`src/rtl/pqr5_core_pkg.sv`:
```
// ---------------------------------------------------------------------------
// pqr5_core_pkg
// Shared types and helpers for the pqr5 core data-memory path.
//   XLEN          : data/address width
//   mem_size_t    : access size encoding (BYTE / HWORD / WORD, 2'b11 acts as WORD)
//   dmem_state_t  : data-memory access FSM states
//   byte_enables  : byte-lane enable decode for a given size and address offset
//   is_misaligned : natural-alignment check for a given size and address offset
// ---------------------------------------------------------------------------
package pqr5_core_pkg;

  localparam int XLEN = 32;

  typedef enum logic [1:0] {
    BYTE  = 2'b00,
    HWORD = 2'b01,
    WORD  = 2'b10
  } mem_size_t;

  typedef enum logic [1:0] {
    IDLE = 2'b00,
    REQ  = 2'b01,
    WAIT = 2'b10
  } dmem_state_t;

  // Offsets that do not fit the access size are not rejected here; the
  // low address bits simply steer the lanes.
  function automatic logic [3:0] byte_enables(input logic [1:0] size,
                                              input logic [1:0] off);
    case (size)
      BYTE:    return 4'b0001 << off;
      HWORD:   return off[1] ? 4'b1100 : 4'b0011;
      default: return 4'b1111;
    endcase
  endfunction

  function automatic logic is_misaligned(input logic [1:0] size,
                                         input logic [1:0] off);
    case (size)
      BYTE:    return 1'b0;
      HWORD:   return off[0];
      default: return off != 2'b00;
    endcase
  endfunction

endpackage

```
`src/rtl/load_data_aligner.sv`:
```
// ---------------------------------------------------------------------------
// load_data_aligner
// Combinational lane select and sign/zero extension of a load data word.
//   rdata       in  XLEN  raw memory read word
//   byte_off    in  2     byte address bits [1:0] of the access
//   size        in  2     access size (mem_size_t encoding)
//   ld_unsigned in  1     1 = zero-extend, 0 = sign-extend
//   data        out XLEN  aligned, extended load result
// ---------------------------------------------------------------------------
module load_data_aligner
  import pqr5_core_pkg::*;
(
  input  logic [XLEN-1:0] rdata,
  input  logic [1:0]      byte_off,
  input  logic [1:0]      size,
  input  logic            ld_unsigned,
  output logic [XLEN-1:0] data
);

  logic [7:0]  byte_lane;
  logic [15:0] half_lane;
  logic        fill;

  // NOTE: every always_comb output gets a default first so no path leaves it
  // unassigned, which would otherwise infer a latch.
  always_comb begin
    byte_lane = rdata[8*byte_off +: 8];
    half_lane = byte_off[1] ? rdata[31:16] : rdata[15:0];
    fill      = 1'b0;
    data      = rdata;
    case (size)
      BYTE: begin
        fill = ~ld_unsigned & byte_lane[7];
        data = {{(XLEN-8){fill}}, byte_lane};
      end
      HWORD: begin
        fill = ~ld_unsigned & half_lane[15];
        data = {{(XLEN-16){fill}}, half_lane};
      end
      default: data = rdata;
    endcase
  end

endmodule

```
`src/rtl/dmem_access_unit.sv`:
```
// ---------------------------------------------------------------------------
// dmem_access_unit
// Issues one load or store at a time to a req/gnt + rvalid data memory and
// returns aligned, extended load data.
// Optional feature: define PQR5_DMEM_MISALIGN_CHK_EN to reject misaligned
// HWORD/WORD accesses with a one-cycle o_misalign pulse instead of issuing them.
//   clk, sreset         clock, synchronous active-high reset
//   i_mem_cmd/addr/size/data, i_ld_unsigned, i_bubble : upstream command
//   o_stall             upstream holds its command while 1 (state != IDLE)
//   o_dmem_req/we/addr/be/wdata, i_dmem_gnt            : memory request
//   i_dmem_rvalid/rdata                                 : memory read return
//   o_ld_valid/o_ld_data                                : load result pulse
//   o_misalign          misaligned-access pulse (0 unless feature enabled)
// ---------------------------------------------------------------------------
module dmem_access_unit
  import pqr5_core_pkg::*;
(
  input  logic            clk,
  input  logic            sreset,
  input  logic            i_mem_cmd,
  input  logic [XLEN-1:0] i_mem_addr,
  input  logic [1:0]      i_mem_size,
  input  logic [XLEN-1:0] i_mem_data,
  input  logic            i_ld_unsigned,
  input  logic            i_bubble,
  output logic            o_stall,
  output logic            o_dmem_req,
  input  logic            i_dmem_gnt,
  output logic            o_dmem_we,
  output logic [XLEN-1:0] o_dmem_addr,
  output logic [3:0]      o_dmem_be,
  output logic [XLEN-1:0] o_dmem_wdata,
  input  logic            i_dmem_rvalid,
  input  logic [XLEN-1:0] i_dmem_rdata,
  output logic            o_ld_valid,
  output logic [XLEN-1:0] o_ld_data,
  output logic            o_misalign
);

  dmem_state_t     state, state_nxt;
  logic            accept;
  logic            misaligned_cmd;
  logic            ld_done;

  logic            cmd_q;
  logic            unsigned_q;
  logic [XLEN-1:0] addr_q;
  logic [1:0]      size_q;
  logic [XLEN-1:0] data_q;
  logic            ld_valid_q;
  logic [XLEN-1:0] ld_data_q;
  logic [XLEN-1:0] aligned_data;

`ifdef PQR5_DMEM_MISALIGN_CHK_EN
  logic misalign_q;

  assign misaligned_cmd = is_misaligned(i_mem_size, i_mem_addr[1:0]);

  always_ff @(posedge clk) begin
    if (sreset) misalign_q <= 1'b0;
    else        misalign_q <= (state == IDLE) && !i_bubble && misaligned_cmd;
  end

  assign o_misalign = misalign_q;
`else
  assign misaligned_cmd = 1'b0;
  assign o_misalign     = 1'b0;
`endif

  // NOTE: sequential state uses non-blocking assignments so every flop samples
  // the pre-edge values regardless of block ordering.
  always_ff @(posedge clk) begin
    if (sreset) state <= IDLE;
    else        state <= state_nxt;
  end

  always_comb begin
    state_nxt  = state;
    accept     = 1'b0;
    o_stall    = 1'b1;
    o_dmem_req = 1'b0;
    o_dmem_we  = 1'b0;
    o_dmem_be  = 4'b0000;
    case (state)
      IDLE: begin
        o_stall = 1'b0;
        if (!i_bubble && !misaligned_cmd) begin
          accept    = 1'b1;
          state_nxt = REQ;
        end
      end
      REQ: begin
        o_dmem_req = 1'b1;
        o_dmem_we  = cmd_q;
        o_dmem_be  = byte_enables(size_q, addr_q[1:0]);
        if (i_dmem_gnt) state_nxt = cmd_q ? IDLE : WAIT;
      end
      WAIT: begin
        if (i_dmem_rvalid) state_nxt = IDLE;
      end
      default: state_nxt = IDLE;
    endcase
  end

  // Only a WAIT-state rvalid completes a load; stray rvalids are dropped.
  assign ld_done = (state == WAIT) && i_dmem_rvalid;

  load_data_aligner u_aligner (
    .rdata       (i_dmem_rdata),
    .byte_off    (addr_q[1:0]),
    .size        (size_q),
    .ld_unsigned (unsigned_q),
    .data        (aligned_data)
  );

  // Command fields are captured once at accept so the request stays stable
  // for as long as the memory withholds gnt.
  always_ff @(posedge clk) begin
    if (sreset) begin
      cmd_q      <= 1'b0;
      unsigned_q <= 1'b0;
      addr_q     <= '0;
      size_q     <= 2'b00;
      data_q     <= '0;
      ld_valid_q <= 1'b0;
      ld_data_q  <= '0;
    end else begin
      if (accept) begin
        cmd_q      <= i_mem_cmd;
        unsigned_q <= i_ld_unsigned;
        addr_q     <= i_mem_addr;
        size_q     <= i_mem_size;
        data_q     <= i_mem_data;
      end
      ld_valid_q <= ld_done;
      if (ld_done) ld_data_q <= aligned_data;
    end
  end

  assign o_dmem_addr  = {addr_q[XLEN-1:2], 2'b00};
  assign o_dmem_wdata = data_q;
  assign o_ld_valid   = ld_valid_q;
  assign o_ld_data    = ld_data_q;

endmodule

```
`config.mk`:
```
export PLATFORM = sky130hd
export DESIGN_NAME = dmem_access_unit
export DESIGN_NICKNAME = d
export VERILOG_FILES = /design/src/rtl/pqr5_core_pkg.sv /design/src/rtl/load_data_aligner.sv /design/src/rtl/dmem_access_unit.sv
export SDC_FILE = /design/constraint.sdc
export NUM_CORES = 1
export LEC_CHECK = 0
export CAP_MARGIN = 20
export CORE_MARGIN = 4
export CORE_UTILIZATION = 42
export CTS_CLUSTER_DIAMETER = 200
export CTS_CLUSTER_SIZE = 20
export DETAILED_ROUTE_END_ITERATION = 7
export PLACE_DENSITY_LB_ADDON = 0.2
export SYNTH_ARGS = -nofsm -noshare
export SYNTH_HDL_FRONTEND = slang
export SYNTH_HIERARCHICAL = 1
export SYNTH_SLANG_ARGS = --single-unit
```
`constraint.sdc`:
```
create_clock -name clk -period 1.6 [get_ports clk]
set_input_delay 0.32 -clock clk [delete_from_list [all_inputs] [get_ports clk]]
set_output_delay 0.32 -clock clk [all_outputs]
set_load 0.01 [all_outputs]
```
# Word-level counts from Yosys, hierarchy flattened
# Cells that the tools add are included.
dict set report op_classes {
  n_eq_ne 6
  n_shift 2
  n_mux 15
  bitwise_logic 3
  reduce_logical 4
}
# operator count
set ops {}
lappend ops {{$pmux W32 S2} 1}
lappend ops {{$shiftx A32 B6 Y8} 1}
lappend ops {{$mux W16} 1}
lappend ops {{$mux W2} 4}
lappend ops {{$mux W4} 2}
lappend ops {{$pmux W4 S2} 1}
lappend ops {{$ne A2 B2 Y1 const B} 3}
lappend ops {{$pmux W2 S3} 1}
lappend ops {{$mux W1} 5}
lappend ops {{$eq A2 B1 Y1 const B} 2}
lappend ops {{$logic_not A2 Y1} 2}
lappend ops {{$shl A1 B2 Y4 const A} 1}
lappend ops {{$reduce_and A3 Y1} 1}
lappend ops {{$and A1 B1 Y1} 2}
lappend ops {{$eq A2 B2 Y1 const B} 1}
lappend ops {{$logic_and A1 B1 Y1} 1}
lappend ops {{$not A1 Y1} 1}
dict set report word_totals {
  ff_bits 103
  input_bits 105
  output_inout_bits 105
  elab_cells 38
}

# Depth between registers and ports, before layout
# Gate-level depths: netlist (run 1).
dict set report logic_depth {
  word_depth 3
  depth_mapped 8
  ltp_nobuf 6
}

# Cells and area by module
# The synthesis (run 1) kept the hierarchy.
# mod n_inst cells_per_inst area_per_inst_um2 seq_area_each_um2
set by_module_without_submodules {}
lappend by_module_without_submodules {dmem_access_unit 1 496 3873.7 2062.0}
lappend by_module_without_submodules {load_data_aligner 1 122 694.4 0.0}

# Worst setup path before layout (run 1)
# OpenSTA, ideal clock, no wires.
dict set report synth_path {
  path_type {reg2reg}
  from {reg addr_q[1]}
  to {reg ld_data_q[16] (netlist: o_ld_data[16])}
  setup_ns 0.070
  t_arrival_ns 1.380
  required_ns 1.530
  setup_slack_ns 0.150
  path_stages_with_launch 9
  n_path_buf 2
  period_less_slack_ns 1.450
  cell_sequence {dfxtp_1 buf_4 nor2_1 a22oi_1 nand2_2 buf_6 nand2_1 nand2_1 a21oi_1}
}
dict set report synth_via {
  elab_chain_cells 3
  elab_cells_between_ends 5
  classes_between {1 x shift; 2 x mux; 2 x bitwise}
}
# element line_no
set synth_rtl {}
lappend synth_rtl {{from (decl)} dmem_access_unit.sv:47} ;# logic [XLEN-1:0] addr_q;
lappend synth_rtl {{from (signal assigned)} dmem_access_unit.sv:131} ;# addr_q <= i_mem_addr;
lappend synth_rtl {{$shiftx A32 B6 Y8 / $mux W16 (equally long branches)} {load_data_aligner.sv:27, load_data_aligner.sv:28}}
lappend synth_rtl {{$and A1 B1 Y1 (on tied branches)} {load_data_aligner.sv:33, load_data_aligner.sv:37}}
lappend synth_rtl {{$pmux W32 S2 (*)} load_data_aligner.sv:31} ;# case (size)
lappend synth_rtl {{net aligned_data[16]} dmem_access_unit.sv:52} ;# logic [XLEN-1:0] aligned_data;
lappend synth_rtl {{to (signal assigned)} dmem_access_unit.sv:136} ;# if (ld_done) ld_data_q <= aligned_data;
lappend synth_rtl {{to (decl)} dmem_access_unit.sv:51} ;# logic [XLEN-1:0] ld_data_q;
# The timed path passes the listed nets; every way through them passes the cells marked *.
# A chain may end at the register's enable or synchronous reset.

# Final worst setup path (run 1)
dict set report layout_path {
  from {reg addr_q[1]}
  to {reg ld_data_q[28] (netlist: o_ld_data[28])}
}
# The elaborated chain is that of the path after synthesis.

==> results.txt, run 1 <==
Outcome = complete, but fails checks
Violated checks = negative setup slack
CP cell instances = buf_8 > nand2b_4 > a311oi_4 > nand2_4 > nand2_1 > nand2_1 > a21oi_2
Setup Slack @ Placement = -383 ps
Max Root-Sink Buffers = 2
Rows = 37
Die ar. = 12600 um^2
# DRC = 0
Worst EP required = 1890 ps
XOR/XNOR Fraction of Synth Area = 0%
Ys Warns = 6
Area growth from synthesis to layout = 56.1%
Cell Area, Synth = 4570 um^2
Final Wtd Congestion = 0.899
Antenna violations before repair = 0
Setup violators final = 8
F_max = 0.616 GHz
First-pass GRT wire length = 21900 um
IO buf count = 206
Final Hold Viols = 0
Switch Pwr = 1.70 mW
Nets = 896
Ports = 210
Crit path time final = 1620 ps
Pleak = 3.67 nW
Chip Height = 112 um
Number of H-tree levels = 3
#FFs+latches synth = 103
Routed Antenna Nets = 0
Logic pwr share = 24.4%
Post-Synth Adder-Cell Area = 0%
Cells after Synth = 618
Layout cells sized above 1 = 12.6%
Critical Path Fanout Max = 8
Post-synthesis sequential area ratio = 45.1%
Critical Path End Type = flop
CP startpoint kind = flop
Final worst slack = -22.5 ps
Commonest non-fill, non-tap cells in the layout = nand2_1 (242), clkdlybuf4s50_1 (116), a21oi_1 (97), dfxtp_1 (97), dlymetal6s2s_1 (54)
Crit. Startpoint = addr_q[1]
Peak VDD IR = 620 uV
Hold WC Path Type = input port to flop
Root Buffer = clkbuf_8
Gr ovfl total = 0
Via density = 5.01
Number of global-route vias before repair = 4466
Crit path DAT = 1910 ps
Worst path bufs/invs = 1
CTS tree = built
Pwr/cell area = 808 nW/um^2
Clock power frac = 27.5%
N_diodes = 0
R2R cell count = 7
Max Slew Vio Count = 0
Main combinational cell family by area after synthesis = simple AND/OR/NAND/NOR gates
Post-synthesis mux area share = 0.767%
DP HPWL = 10600 um
CP endpoint = o_ld_data[28]
Sequential Power Share = 48.1%
First DRT Iteration DRCs = 285
Worst Skew = 14.9 ps
Cell mode on critical path = nand2_1
Post-Synth Simple-Gate Area = 25.6%
TritonCTS buffer count = 9
CTS sink count = 103
Crit path depth = 7
Core footprint = 10500 um^2
WL final = 14400 um
Unrepaired setup endpoints after global routing = yes
WL/cell = 15.5 um
Post-synthesis area per instance = 7.39 um^2
Int Power = 4.07 mW
Compound-cell area share of the yosys netlist = 17.6%
Via Count = 4671
Commonest non-fill, non-tap cell in the layout = nand2_1
Largest net degree at the start of global routing = 43
Crit share post-route = 101%
Power Total = 5.76 mW
Flop-to-flop setup slack = -20 ps
Unique masters post-synth = 36
Clock transition at path regs = 110 ps
Worst path slowest cell = a311oi_4
Crit Path Category = flop to flop
DR pass1 iterations = 5
Worst r2r dst = o_ld_data[28]
Critical R2R Launch = addr_q[1]
Net Sw Frac = 29.4%
Starting density of the core = 43.7%
Clk_lat worst skew = 360 ps
Total Routing Usage GR = 21.1%
Max-Cap Viols = 0
Crit-path max cell delay = 440 ps
Die X = 112 um
CP delay by family, top = compound AO/OA/AOI/OAI gates
-- worst min path at each step --
stage	start	depth (start not counted)	to
floorplan	sreset	1	state[0]
detailed placement	addr_q[20]	2	addr_q[20]
global route	sreset	2	addr_q[18]
global placement	o_dmem_wdata[22]	2	o_dmem_wdata[22]
finish	sreset	2	addr_q[20]
CTS	sreset	2	addr_q[20]
-- per-stage QoR --
stage               area (um^2)  hold slack (ps)  utilization, %  TNS (ps)  instances
floorplan                  4580              411               -         0        620
global placement           6640              441            63.4    -11360        912
detailed placement         6640              445            63.4    -15080        912
CTS                        6830              317            65.3     -38.2        928
global route               7130              333            68.2     -1280        932
finish                     7130              337            68.2     -69.3        932
-- cell families (layout without fill, tap and decap cells) --
logic type / count (synthesis) / count (layout)
flip-flops: 103 / 103
other: 1 / 3
AND/OR/NAND/NOR: 288 / 289
buffers and inverters: 82 / 257
AO/OA/AOI/OAI: 141 / 141
multiplexers: 3 / 3
-- power by group through the flow --
stage	registers, mW	logic [mW]	clock network [mW]
2_1_floorplan	2.85	0.664	0
3_3_place_gp	2.82	1.32	0
3_5_place_dp	2.83	1.34	0
4_1_cts	2.77	1.33	1.64
5_1_grt	2.79	1.52	1.73
6_report	2.77	1.40	1.59
-- registers in the layout, summed over array words and instances, names as in the netlist --
signal        count
state             2
unsigned_q        1
o_dmem_wdata     32
o_ld_data        32
o_ld_valid        1
size_q            2
cmd_q             1
addr_q           32
-- cell type report --
class	instances	area, um^2
clock buffer	10	138
tap	136	170
sequential	103	2080
inverter	6	22.5
clock inverter	6	51.3
fill	889	3330
timing repair buffer	235	2480
multi-input combinational	436	2190
-- timing repair --
| action | CTS | global route |
|---|---|---|
| buffers inserted | 0 | 3 |
| cloned | 0 | 1 |
| endpoints found under the setup margin | 60 | 94 |
| pin swaps | 0 | 12 |
| gates resized for setup | 67 | 100 |
| hold buffers | 0 | 0 |
-- metal layers --
layer	wire length (um)	share of wire, %	global-route usage (%)	vias up
met4	464	3.2	8.49	0
met3	1080	7.5	6.52	35
met2	7100	49	35.8	174
li1	-	-	-	2313
met1	5760	40	24.9	2149
met5	0	0	0	-
-- synthesized netlist by cell type (all sizes together) --
master,count,share of area (%)
nor4,1,0.47
o21ai,6,0.66
nand2,256,21
conb,1,0.082
dfxtp,103,45
nor2,9,0.74
nor3,1,0.22
buf,54,8.5
or2,1,0.14
a221oi,1,0.19
a2111oi,1,0.19
and3b,1,0.19
nor2b,8,1.2
a2bb2oi,3,0.58
o21bai,1,0.16
inv,6,0.49
o22ai,1,0.14
nand2b,8,1.1
a311oi,1,0.19
a21o,3,0.49
o22a,3,0.58
a221o,8,1.8
mux2i,2,0.44
nor3b,1,0.16
mux2,1,0.33
clkbuf,22,1.8
or3,1,0.14
a21oi,107,12
a22oi,5,0.82
a31oi,1,0.14
nand3b,1,0.16
Power figures use the tool's default switching activity.
==> inputs of run 2 (changes only) <==
--- a/config.mk
+++ b/config.mk
@@ -7,10 +7,11 @@
 export LEC_CHECK = 0
 export CAP_MARGIN = 20
 export CORE_MARGIN = 4
-export CORE_UTILIZATION = 42
+export CORE_UTILIZATION = 30
 export CTS_CLUSTER_DIAMETER = 200
 export CTS_CLUSTER_SIZE = 20
 export DETAILED_ROUTE_END_ITERATION = 7
+export GPL_TIMING_DRIVEN = 1
 export PLACE_DENSITY_LB_ADDON = 0.2
 export SYNTH_ARGS = -nofsm -noshare
 export SYNTH_HDL_FRONTEND = slang
==> run 2 against run 1 <==
Against the previous run:
- the run still ends with negative setup slack left
- sequential share of layout area fell by 0.96 points
- fmax fell by 0.35%
- final cell count rose by 6.0%
- critical path type is now input port to flop
- largest power group unchanged
==> results.txt, run 2 (synthesized netlist as in run 1, its figures left out) <==
Ports = 210 (unchanged)
IO buf count = 206 (unchanged)
Critical Path Fanout Max = 4 (-4)
Critical Path End Type = flop
Final Hold Viols = 0 (unchanged)
N_diodes = 0 (unchanged)
Antenna violations before repair = 0 (unchanged)
Gr ovfl total = 0 (unchanged)
Number of H-tree levels = 3 (unchanged)
Crit path time final = 1630 ps (+5.64 ps)
Worst EP required = 1880 ps (about the same)
Max Root-Sink Buffers = 2 (unchanged)
Routed Antenna Nets = 0 (unchanged)
Via density = 4.71 (-6.1%)
Chip Height = 131 um (+17%)
Commonest non-fill, non-tap cells in the layout = nand2_1 (246), clkdlybuf4s50_1 (159), dfxtp_1 (98), a21oi_1 (96), dlymetal6s2s_1 (35)
Crit-path max cell delay = 520 ps (+80 ps)
Commonest non-fill, non-tap cell in the layout = nand2_1
Max Slew Vio Count = 0 (unchanged)
Max-Cap Viols = 0 (unchanged)
Power Total = 6.65 mW (+16%)
Hold WC Path Type = input port to flop
Placed Instances = 966 (+5.9%)
Pleak = 3.34 nW (-9.0%)
Die X = 131 um (+17%)
Crit share post-route = 102% (+0.35 points)
CP startpoint kind = input port
Non-Filler Instances = 988 (+6.0%)
Final Wtd Congestion = 0.892 (-0.71%)
Nets = 904 (+0.89%)
Final worst slack = -28.1 ps (-5.64 ps)
Hold path cells = 2 (unchanged)
Crit path depth = 8 (+1)
DR pass1 iterations = 5 (unchanged)
CP delay by family, top = buffers and inverters
Worst path bufs/invs = 2 (+1)
TritonCTS buffer count = 9 (unchanged)
Violated checks = negative setup slack
Core footprint = 14700 um^2 (+40%)
Die ar. = 17300 um^2 (+37%)
Crit Path Category = input port to flop
Clock transition at path regs = 70 ps (-40 ps)
Area growth from synthesis to layout = 61.1%
First DRT Iteration DRCs = 232 (-19%)
CP cell instances = clkdlybuf4s50_1 > mux2i_2 > mux2_4 > nor4_4 > buf_4 > a221o_1 > nand2_1 > a21oi_2
Number of global-route vias before repair = 4479 (+0.29%)
WL/cell = 15.4 um (-0.38%)
CTS tree = built
DP HPWL = 11000 um (+4.5%)
Crit path DAT = 1910 ps (about the same)
Worst path slowest cell = clkdlybuf4s50_1
Layout filler cell count = 1436 (+62%)
R2R cell count = 7 (unchanged)
Unrepaired setup endpoints after global routing = yes
Starting density of the core = 31.1% (-13 points)
Root Buffer = clkbuf_16
WL final = 15200 um (+5.6%)
CTS Hold Bufs = 0 (unchanged)
Layout cells sized above 1 = 12.7% (+0.12 points)
# DRC = 0 (unchanged)
Largest net degree at the start of global routing = 57 (+33%)
Total Routing Usage GR = 16.3% (-4.8 points)
Clk_lat worst skew = 350 ps (about the same)
TNS Setup = -83.5 ps (-14.2 ps)
Rows = 44 (+19%)
Outcome = complete, but fails checks
Pwr/cell area = 904 nW/um^2 (+12%)
Peak VDD IR = 434 uV (-30%)
Setup violators final = 5 (-3)
F_max = 0.614 GHz (-0.35%)
CTS sink count = 103 (unchanged)
Worst Skew = 6.33 ps (-8.53 ps)
First-pass GRT wire length = 23300 um (+6.3%)
Via Count = 4649 (-0.47%)
## run 2: worst paths after layout
check	startpoint	to	slack, ps
min reg2reg	o_dmem_wdata[1]	o_dmem_wdata[1]	450
max	i_dmem_rdata[23]	o_ld_data[8]	-30
min	sreset	state[1]	370
max reg2reg	addr_q[0]	o_ld_data[8]	0
## run 2: worst reg2reg max path, delay by kind of cell (launching register included)
kind	cells	cell delay, ps
buf+inv	1	150
flops	1	410
simple gates	2	120
mux	2	500
compound gates	2	310
## run 2: area by class of cell
| type | instances | area, um^2 | share of cell area (%) |
|---|---|---|---|
| timing repair buffer | 243 | 2520 | 34.2 |
| clock buffer | 9 | 225 | 3.06 |
| sequential | 103 | 2070 | 28.2 |
| tap | 184 | 230 | 3.13 |
| multi-input combinational | 436 | 2190 | 29.7 |
| clock inverter | 7 | 103 | 1.39 |
| inverter | 6 | 22.5 | 0.306 |
## run 2: routing by layer
metal	up-vias	track usage, %	part of all wire [%]
li1	2343	-	-
met4	0	5.89	2.3
met1	2135	19.4	42
met5	-	0	0
met2	148	27.6	48
met3	23	5.24	7.5
## run 2: timing repair
action	CTS	global route
setup endpoints to repair	38	73
pin swaps	0	10
gates resized for setup	30	80
cloned	0	2
buffers inserted	0	4
## run 2: power breakdown
part           switching [mW]  internal, mW  leakage [nW]
clock network            1.03          1.40         0.163
logic                   0.682         0.773          2.33
registers              0.0743          2.69         0.843
## run 2: metrics by stage
step / hold slack (ps) / cell area, um^2 / worst slack [ps] / utilization, %
6_report: 373 / 7360 / -28.1 / 50.1
5_1_grt: 388 / 7360 / -79.9 / 50.1
4_1_cts: 363 / 7060 / 0.336 / 48.0
3_5_place_dp: 448 / 6720 / -378 / 45.7
3_3_place_gp: 442 / 6720 / -278 / 45.7
2_1_floorplan: 411 / 4580 / 150 / -
==> inputs of run 3 (changes only) <==
--- a/config.mk
+++ b/config.mk
@@ -9,7 +9,7 @@
 export CORE_MARGIN = 4
 export CORE_UTILIZATION = 30
 export CTS_CLUSTER_DIAMETER = 200
-export CTS_CLUSTER_SIZE = 20
+export CTS_CLUSTER_SIZE = 8
 export DETAILED_ROUTE_END_ITERATION = 7
 export GPL_TIMING_DRIVEN = 1
 export PLACE_DENSITY_LB_ADDON = 0.2
==> results of run 3 <==
No change in the layout: final DEF, timing and power equal those of run 2.
